### config.mk
export PLATFORM = sky130hd
export DESIGN_NAME = ref_sample_addr_arbiter
export DESIGN_NICKNAME = d
export VERILOG_FILES = /design/src/rtl/ref_sample_addr_arbiter.sv
export SDC_FILE = /design/constraint.sdc
export NUM_CORES = 1
export LEC_CHECK = 0
export BUFFER_PORTS_ARGS = -buffer_cell sky130_fd_sc_hd__buf_2
export CAP_MARGIN = 20
export CORE_ASPECT_RATIO = 1.4
export CORE_UTILIZATION = 48
export CTS_CLUSTER_DIAMETER = 60
export DETAILED_ROUTE_END_ITERATION = 8
export GPL_TIMING_DRIVEN = 0
export PLACE_DENSITY = 0.79
export SYNTH_ARGS = -nofsm -noshare
export SYNTH_HDL_FRONTEND = slang
export SYNTH_SLANG_ARGS = --single-unit
### constraint.sdc
create_clock -name clk -period 2.2 [get_ports clk]
set_input_delay 0 -clock clk [delete_from_list [all_inputs] [get_ports clk]]
set_output_delay 0 -clock clk [all_outputs]
set_load 0.05 [all_outputs]
### src/rtl/ref_sample_addr_arbiter.sv
// Selects one intra-prediction address generator per block and forwards its
// address/enables to the top/left reference-sample RAM ports, one clock late.
module ref_sample_addr_arbiter #(
  parameter int ADDR_W  = 8,
  parameter int NUM_SRC = 3,
  parameter int SEL_W   = 2,
  parameter int CNT_W   = 7
) (
  input  logic                        clk,
  input  logic                        rst,
  input  logic                        start,
  input  logic [SEL_W-1:0]            mode_sel,
  input  logic [CNT_W-1:0]            num_access,
  input  logic [NUM_SRC*ADDR_W-1:0]   src_addr,
  input  logic [NUM_SRC-1:0]          src_en_top,
  input  logic [NUM_SRC-1:0]          src_en_left,
  output logic [ADDR_W-1:0]           address_RAM,
  output logic                        en_top,
  output logic                        en_left,
  output logic                        busy,
  output logic                        done,
  output logic                        err_conflict
);

  typedef enum logic [1:0] {
    IDLE  = 2'd0,
    RUN   = 2'd1,
    FLUSH = 2'd2
  } state_t;

  state_t             state_reg, state_next;
  logic [SEL_W-1:0]   sel_reg, sel_next;
  logic [CNT_W-1:0]   cnt_reg, cnt_next;
  logic [ADDR_W-1:0]  addr_reg, addr_next;
  logic               en_top_reg, en_top_next;
  logic               en_left_reg, en_left_next;
  logic               err_reg, err_next;

  logic [NUM_SRC-1:0] sel_onehot;
  logic [NUM_SRC-1:0] other_en;
  logic [ADDR_W-1:0]  masked_addr [NUM_SRC];
  logic [ADDR_W-1:0]  sel_addr;
  logic               sel_en_top;
  logic               sel_en_left;
  logic               access;
  logic               mode_valid;

  // Per-source decode: AND-OR mux keyed by the latched select, plus a
  // conflict flag for every source that is not the selected one.
  genvar gi;
  generate
    for (gi = 0; gi < NUM_SRC; gi++) begin : g_src
      assign sel_onehot[gi]  = (sel_reg == SEL_W'(gi));
      assign masked_addr[gi] = src_addr[gi*ADDR_W +: ADDR_W] & {ADDR_W{sel_onehot[gi]}};
      assign other_en[gi]    = ~sel_onehot[gi] & (src_en_top[gi] | src_en_left[gi]);
    end
  endgenerate

  always_comb begin
    sel_addr = '0;
    for (int i = 0; i < NUM_SRC; i++) begin
      sel_addr = sel_addr | masked_addr[i];
    end
  end

  assign sel_en_top  = |(src_en_top  & sel_onehot);
  assign sel_en_left = |(src_en_left & sel_onehot);
  // A counter at zero means the block is exhausted; never count or forward.
  assign access      = (sel_en_top | sel_en_left) && (cnt_reg != '0);
  assign mode_valid  = (int'(mode_sel) < NUM_SRC);

  always_comb begin
    state_next   = state_reg;
    sel_next     = sel_reg;
    cnt_next     = cnt_reg;
    addr_next    = addr_reg;
    en_top_next  = 1'b0;
    en_left_next = 1'b0;
    err_next     = err_reg;

    case (state_reg)
      IDLE: begin
        if (start && mode_valid) begin
          sel_next   = mode_sel;
          cnt_next   = num_access;
          err_next   = 1'b0;
          state_next = (num_access == '0) ? FLUSH : RUN;
        end
      end

      RUN: begin
        addr_next = sel_addr;
        if (cnt_reg != '0) begin
          en_top_next  = sel_en_top;
          en_left_next = sel_en_left;
        end
        if (access) begin
          cnt_next = cnt_reg - CNT_W'(1);
          if (cnt_reg == CNT_W'(1)) begin
            state_next = FLUSH;
          end
        end
        if (|other_en) begin
          err_next = 1'b1;
        end
      end

      FLUSH: begin
        // Last access is already on the outputs; drop enables on the way out.
        state_next = IDLE;
      end

      default: begin
        state_next = IDLE;
      end
    endcase
  end

  always_ff @(posedge clk) begin
    if (rst) begin
      state_reg   <= IDLE;
      sel_reg     <= '0;
      cnt_reg     <= '0;
      addr_reg    <= '0;
      en_top_reg  <= 1'b0;
      en_left_reg <= 1'b0;
      err_reg     <= 1'b0;
    end else begin
      state_reg   <= state_next;
      sel_reg     <= sel_next;
      cnt_reg     <= cnt_next;
      addr_reg    <= addr_next;
      en_top_reg  <= en_top_next;
      en_left_reg <= en_left_next;
      err_reg     <= err_next;
    end
  end

  assign address_RAM  = addr_reg;
  assign en_top       = en_top_reg;
  assign en_left      = en_left_reg;
  assign busy         = (state_reg != IDLE);
  assign done         = (state_reg == FLUSH);
  assign err_conflict = err_reg;

endmodule

Yosys cells after proc, flatten, opt, wreduce, memory -nomap -nowiden --
Cells that the tools add are included.
Word-level totals: register bits after elaboration 22, input bits 42, output and inout bits 13, logic and storage cells 64
Cells by class: $add $sub $neg 1, magnitude comparators 1, eq/ne operators 9, multiplexer cells 11, bitwise gates (word level) 19, reductions and logical operators 16
Operator list (count):
- 8-bit AND | 3
- 8-bit bitwise OR | 2
- 7-bit two-way mux | 2
- 7-bit case mux with 2 select lines | 1
- 3-bit OR reduction | 4
- 3-bit AND reduction | 3
- 2-bit two-way mux | 4
- 2-bit != test (second input constant) | 4
- 7-bit by 1-bit == test with 1-bit output (second input constant) | 1
- 7-bit zero test | 1
- 7-bit nonzero test | 1
- 7-bit by 1-bit subtractor with 7-bit output (second input constant) | 1
- 3-bit AND | 2
- 1-bit NOT | 5
- 2-bit by 1-bit == test with 1-bit output (second input constant) | 2
- 2-bit == test (second input constant) | 2
- 2-bit zero test | 2
- 1-bit bitwise OR | 4
- 2-bit case mux with 2 select lines | 1
- 2-bit nonzero test | 2
- 1-bit AND | 3
- 1-bit logical AND | 2
- 2-bit < comparator (second input constant) | 1
- 1-bit two-way mux | 2
- 2 further kinds | 2

Logic depth before layout (Yosys ltp) --
Gate-level depths: netlist of the first run.
word-level depth 7, depth in mapped cells 7, mapped depth without buffers 7

Worst setup path before layout of the first run --
Ideal clock, no wire load.
path kind reg2reg, from reg cnt_reg[3], to reg state_reg[1], setup time 103 ps, arrival time 1539 ps, required time 2097 ps, slack 558 ps, stages on the path, launching flop included 5, path buffers 0, period minus slack after synthesis 1642 ps, cell sequence dfxtp_1 or4_4 nor4b_4 o221ai_2 a2111oi_2
On the way: word-level cells in the longest chain between the ends 4, elaborated cells between the ends (all ways) 6, classes of those cells 3 x eq/ne; 3 x reduce/logical
Ends and longest elaborated chain:
- start, declared | line 33 | logic [CNT_W-1:0] cnt_reg, cnt_next;
- start signal, assigned | line 131 | cnt_reg <= cnt_next;
- 7-bit nonzero test | line 69 | assign access = (sel_en_top | sel_en_left) && (cnt_reg != '0);
- 1-bit logical AND | line 69
- 2-bit != test (no line)
- 3-bit AND reduction (no line) *
- end signal, assigned | line 129 | state_reg <= state_next;
- end, declared | line 31 | state_t state_reg, state_next;
Mark *: on every way between the ends. The rest lies on a longest branch, timed or not. A chain may end at the register's enable or synchronous reset.

Worst setup path after layout of the first run --
from reg sel_reg[0], to reg err_reg (netlist: err_conflict)
On the way: word-level cells in the longest chain between the ends 6, elaborated cells between the ends (all ways) 12, classes of those cells 3 x eq/ne; 6 x bitwise; 3 x reduce/logical
Ends and longest elaborated chain:
- start, declared | line 32 | logic [SEL_W-1:0] sel_reg, sel_next;
- start signal, assigned | line 130 | sel_reg <= sel_next;
- 2-bit by 1-bit == test with 1-bit output, or another cell as far along | line 53 | assign sel_onehot[gi] = (sel_reg == SEL_W'(gi));
- 1-bit NOT | line 55 | assign other_en[gi] = ~sel_onehot[gi] & (src_en_top[gi] | src_en_left[gi]);
- 1-bit AND | line 55
- 3-bit OR reduction * | line 103 | if (|other_en) begin
- 2-bit != test (no line) *
- 3-bit AND reduction (no line) *
- end signal, assigned | line 135 | err_reg <= err_next;
- end, declared | line 37 | logic err_reg, err_next;
Marks and branches as above.

==> flow_metrics.tcl, run 1 <==
set metrics [dict create \
    status "finished clean" \
    hold_path.class "in2reg" \
    multi_input_area_um2 863 \
    die_x_um 47.0 \
    worst-path-buf-inv 3 \
    maxSlewViolCount 0 \
    ys_seq_elements 22 \
    diodes 0 \
    regArea_um2 440 \
    peakVddDrop_mv 0.450 \
    clk_pin_slew_worst_paths_ns 0.14 \
    cts_htree_levels 1 \
    leakage_uw 0.000777 \
    row_count 22 \
    regToRegStartpoint "sel_reg[0]" \
    power_density_nw_per_um2 664 \
    slew_headroom_pct 63.2 \
    synth-seq-area-share_pct 32.3 \
    syn_inst 164 \
    design_area_um2 1870 \
    worstMarginPinSlew_ns 0.552 \
    cp_slowest_cell "dlygate4sd3_1" \
    synth_top_cell_area_share_pct 32.3 \
    rsz0062_at_grt "false" \
    worstPathCellList "clkbuf_1 > buf_6 > a21oi_1 > o21ba_2 > o31ai_1 > dlygate4sd3_1 > a21oi_1" \
    fin_nets 281 \
    critical_path_required_ns 2.39 \
    rr_worst_depth 7 \
    finalCriticalPeriod_ns 2.07 \
    holdPathStages 4 \
    grt_pass1_vias 1531 \
    first_pass_iters 4 \
    viasPerCell 5.54 \
    grt_usage_pct 27.0 \
    start_kind "register" \
    post_cts_buffers 0 \
    cp.depth 7 \
    syn-num-nets 209 \
    cts_tree "yes" \
    die_area_um2 3060 \
    yosysUniqueCellTypes 41 \
    drt_first_iter_violations 40 \
    place_hpwl_um 2660 \
    antenna_found_initial 0 \
    critPathMaxFanout 10 \
    worstSkewPairLatency_ns 0.33 \
    r2r-end "err_conflict" \
    syn_area_um2 1360 \
    num_vias 1501 \
    setup-tns-final_ns 0 \
    placed_area_um2 1670 \
    critical_path_class "reg2reg" \
    layout-drive-gt1-share_pct 29.8 \
    holdPathEnd "cnt_reg[6]" \
    final_hold_viol_count 0 \
    cpMostUsedCell "a21oi_1" \
    syn_avg_cell_area_um2 8.31 \
    synthToLayoutAreaGrowth_pct 37.5 \
    start_util_pct 51.0 \
    grt_first_pass_wirelength_um 6120 \
    r2r_setup_slack_ns 0.13 \
    gr-total-overflow 0 \
    min_from "num_access[6]" \
    cts_buffer_depth 2 \
    finalWirelength_um 3730 \
    cts.sink_count 22 \
    synth_area_leaders "dfxtp_1 (32%), mux2i_1 (8.1%), nor2_1 (6.3%), nor3_1 (5.1%), a211oi_1 (5.0%)" \
    yosysTopAreaCell "dfxtp_1" \
    synth_edf_count 0 \
    io_pins 55 \
    die_h_um 65.0 \
    numCtsBuffers 3 \
    core_area_um2 2670 \
    fin_crit_sh_pct 94.3 \
    fmax_ghz 0.482 \
    route.detailed.drc 0 \
    yosysWarnings 0 \
    routabilityCongestion 0.889 \
    largest_reg_flops 8 \
    wire_per_inst_um 13.8 \
    endpoint_kind "register" \
    cp_top_family "buffers and inverters" \
    arrival_ns 2.27 \
    grt_max_degree 14 \
    cts_root_buf "clkbuf_4" \
    synth_top_flop_cell "dfxtp_1" \
    setup_viol 0 \
    portBuffers 53 \
    ant_nets 0 \
    synthArstFlopShare_pct 0 \
    max_stage_delay_ns 0.59 \
    fill_cells 226 \
    drv_cap 0 \
    fin_skew_ns 0.0129 \
]
final cells by class:
| type | instances | share of cell area [%] |
|---|---|---|
| buffer | 11 | 2.74 |
| clock inverter | 1 | 1.60 |
| inverter | 4 | 0.802 |
| sequential | 22 | 23.5 |
| multi-input combinational | 127 | 46.1 |
| timing repair buffer | 67 | 21.6 |
| tap | 36 | 2.40 |
| clock buffer | 3 | 1.20 |
synthesized netlist by cell type, types with 2 or more instances:
cell	count
nor2_1	23
dfxtp_1	22
nor3_1	14
mux2i_1	11
a21oi_1	10
nand2_1	10
a211oi_1	9
clkbuf_1	7
inv_1	4
nand2b_1	4
nor4_1	4
o211ai_1	4
a2bb2oi_1	3
ha_1	3
nor2b_1	3
o2bb2ai_1	3
buf_1	2
buf_2	2
nand3_1	2
o21ai_0	2
o31ai_1	2
timing repair:
item,CTS,global route
hold endpoints to repair,13,0
setup endpoints to repair,0,1
gates resized for setup,0,5
hold buffers,14,0
where the power goes:
part / switching [µW] / internal [µW] / total (µW)
Combinational: 273 / 178 / 451
Clock: 136 / 185 / 320
Sequential: 33.6 / 438 / 472
worst max-delay path by stage:
stage / start / endpoint / slack, ns
2_1_floorplan: cnt_reg[3] / state_reg[1] / 0.56
3_3_place_gp: sel_reg[0] / state_reg[0] / 0.39
6_report: sel_reg[0] / err_conflict / 0.13
4_1_cts: sel_reg[0] / err_conflict / 0.1
5_1_grt: sel_reg[0] / err_conflict / 0.03
3_5_place_dp: sel_reg[0] / state_reg[0] / 0.37
cell families after synthesis:
group	after synthesis	share of synthesized area [%]
flip-flops	22	32.3
XOR/XNOR	1	0.643
adder cells (fa/ha/maj)	3	2.76
AND/OR/NAND/NOR	67	25.4
multiplexers	11	8.08
buffers and inverters	15	4.32
AO/OA/AOI/OAI	45	26.4
metrics by stage:
stage	util, %	cells	hold slack [ns]	worst slack (ns)	total power (µW)
global placement	62.7	253	0.268	0.394	897
finish	70.2	271	0.0401	0.126	1240
global route	70.2	271	0.0554	0.0322	1310
floorplan	-	164	0.136	0.558	789
detailed placement	62.7	253	0.282	0.366	906
CTS	69.9	271	0.0352	0.0961	1240
cell usage in the layout (no fill, tap or decap), drive strengths merged, types with 2 or more instances in the layout:
master       instances
a211oi               9
a21oi               10
a2bb2oi              3
buf                 57
clkbuf              10
dfxtp               22
dlygate4sd3         14
ha                   3
inv                  4
mux2i               11
nand2               11
nand2b               4
nand3                2
nor2                23
nor2b                3
nor3                14
nor4                 4
o211ai               4
o21ai                2
o221ai               2
o2bb2ai              3
o31ai                3
routing by layer:
layer	routed length, µm	track usage (%)	up-vias
li1	-	-	748
met1	1560	28.8	679
met2	1890	47.6	65
met3	192	4.46	9
met4	86	13.9	0
met5	0	0	-
worst reg2reg max path, stage by stage, from the launching register on:
cell	delay [ns]
dfxtp_1	0.32
clkbuf_1	0.24
buf_6	0.21
a21oi_1	0.08
o21ba_2	0.21
o31ai_1	0.25
dlygate4sd3_1	0.59
a21oi_1	0.06
Power figures use the tool's default switching activity.
==> run 2, diff against run 1 <==
--- a/config.mk
+++ b/config.mk
@@ -8,11 +8,11 @@
 export BUFFER_PORTS_ARGS = -buffer_cell sky130_fd_sc_hd__buf_2
 export CAP_MARGIN = 20
 export CORE_ASPECT_RATIO = 1.4
-export CORE_UTILIZATION = 48
+export CORE_UTILIZATION = 40
 export CTS_CLUSTER_DIAMETER = 60
 export DETAILED_ROUTE_END_ITERATION = 8
 export GPL_TIMING_DRIVEN = 0
-export PLACE_DENSITY = 0.79
+export PLACE_DENSITY = 0.68
 export SYNTH_ARGS = -nofsm -noshare
 export SYNTH_HDL_FRONTEND = slang
 export SYNTH_SLANG_ARGS = --single-unit
==> run 2 against run 1 <==
  * Combinational power down 4.9%
  * Clock skew down 0.0098 ns
  * Die area up 19%
  * Largest cell class unchanged
==> flow_metrics.tcl, run 2 (synthesis gave the netlist of run 1 again) <==
set metrics [dict create \
    hold_path.class "in2reg" \
    row_count 24 \
    largest_reg_flops 8 \
    use_met3_pct 3.23 \
    regArea_um2 440 \
    status "finished clean" \
    critical_path_class "reg2reg" \
    maxSlewViolCount 0 \
    final_core_util_pct 54.6 \
    rsz0062_at_grt "false" \
    cts.sink_count 22 \
    endpoint_kind "register" \
    fin_crit_sh_pct 82.7 \
    io_pins 55 \
    ant_nets 0 \
    num_vias 1440 \
    start_kind "register" \
    worstSkewPairLatency_ns 0.26 \
    first_pass_iters 4 \
    startpoint "sel_reg[0]" \
    final_hold_viol_count 0 \
    max_stage_delay_ns 0.38 \
    place_hpwl_um 2780 \
    leakage_uw 0.000718 \
    multi_input_area_um2 863 \
    fin_nets 269 \
    final_cells 261 \
    fin_skew_ns 0.00311 \
    worstPathCellList "clkbuf_1 > nor2b_1 > clkbuf_1 > o2bb2ai_1 > o221ai_2 > a22oi_1 > nor3_1" \
    cp.depth 7 \
    wire_per_inst_um 13.8 \
    cts_tree "yes" \
    worst-path-buf-inv 2 \
    dp.cells 256 \
    layout-drive-gt1-share_pct 30.6 \
    fill_cells 340 \
    die_area_um2 3650 \
    finalWirelength_um 3600 \
    cts_resized 0 \
    drv_cap 0 \
    use_met1_pct 25.3 \
    gr-total-overflow 0 \
    fmax_ghz 0.549 \
    portBuffers 53 \
    drt_first_iter_violations 33 \
    start_util_pct 42.8 \
    clk_pin_slew_worst_paths_ns 0.08 \
    die_h_um 71.1 \
    synthToLayoutAreaGrowth_pct 27.5 \
    numCtsBuffers 3 \
    r2r_setup_slack_ns 0.38 \
    peakVddDrop_mv 0.330 \
    cp_slowest_cell "clkbuf_1" \
    regToRegStartpoint "sel_reg[0]" \
    critical_path_required_ns 2.33 \
    antenna_found_initial 0 \
    critPathMaxFanout 10 \
    core_area_um2 3180 \
    crit_end "state_reg[0]" \
    postCtsHoldBufs 2 \
    cpMostUsedCell "clkbuf_1" \
    final_common_cell "buf_2" \
    finalCriticalPeriod_ns 1.82 \
    power_density_nw_per_um2 664 \
    routabilityCongestion 0.848 \
    viasPerCell 5.52 \
    holdPathStages 3 \
    grt_max_degree 12 \
    grt_usage_pct 21.2 \
    cts_root_buf "clkbuf_8" \
    die_x_um 51.3 \
    cts_buffer_depth 2 \
    worstMarginPinSlew_ns 0.560 \
    final_cell_mix "buf_2 (55), nor2_1 (23), dfxtp_1 (22)" \
    use_met2_pct 37.0 \
    grt_first_pass_wirelength_um 5910 \
    cp_top_family "compound AO/OA/AOI/OAI gates" \
    slew_headroom_pct 62.7 \
    arrival_ns 1.95 \
    whs_ns 0.0233 \
    route.detailed.drc 0 \
    diodes 0 \
    setup_viol 0 \
    r2r-end "state_reg[0]" \
    rr_worst_depth 7 \
    post_cts_buffers 0 \
    setup-tns-final_ns 0 \
    grt_pass1_vias 1369 \
    top_usage_layer "met2" \
    cts_htree_levels 1 \
]
run 2: power breakdown:
part	internal, µW	switching, µW	leakage, µW
logic	161	268	0.000515
registers	438	35.0	0.000181
clock network	122	129	0.0000216
total	722	432	0.000718
run 2: per-layer routing:
| layer | routed length [µm] | up-vias | share of wire, % |
|---|---|---|---|
| met5 | 0 | - | 0 |
| met4 | 70 | 0 | 1.9 |
| met3 | 259 | 9 | 7.2 |
| met2 | 1720 | 58 | 48 |
| met1 | 1540 | 647 | 43 |
| li1 | - | 726 | - |
run 2: metrics by stage:
step / setup slack [ns] / total power [µW] / cell area [µm²]
2_1_floorplan: 0.558 / 789 / 1360
3_3_place_gp: 0.397 / 901 / 1680
3_5_place_dp: 0.391 / 907 / 1680
4_1_cts: 0.367 / 1160 / 1740
5_1_grt: 0.197 / 1220 / 1740
6_report: 0.380 / 1150 / 1740
run 2: layout make-up:
| cell class | count | area share (%) |
|---|---|---|
| plain buffers | 11 | 2.52 |
| clock buffers | 3 | 2.38 |
| inverters | 4 | 0.864 |
| multi-input cells | 127 | 49.7 |
| flip-flops and latches | 22 | 25.3 |
| well taps | 39 | 2.81 |
| repair buffers | 55 | 16.4 |
run 2: worst min path at each step:
stage | end | slack (ns) | start
finish | address_RAM[4] | 0.02 | src_addr[20]
global route | address_RAM[4] | 0.03 | src_addr[20]
CTS | address_RAM[4] | 0.03 | src_addr[20]
detailed placement | sel_reg[1] | 0.27 | mode_sel[1]
global placement | sel_reg[1] | 0.27 | mode_sel[1]
floorplan | sel_reg[0] | 0.14 | mode_sel[0]
run 2: worst reg2reg max path: cells and delay by family (launching register included):
family,cells,cell delay (ns)
compound gates,3,0.55
flops,1,0.30
simple gates,2,0.30
buf+inv,2,0.53
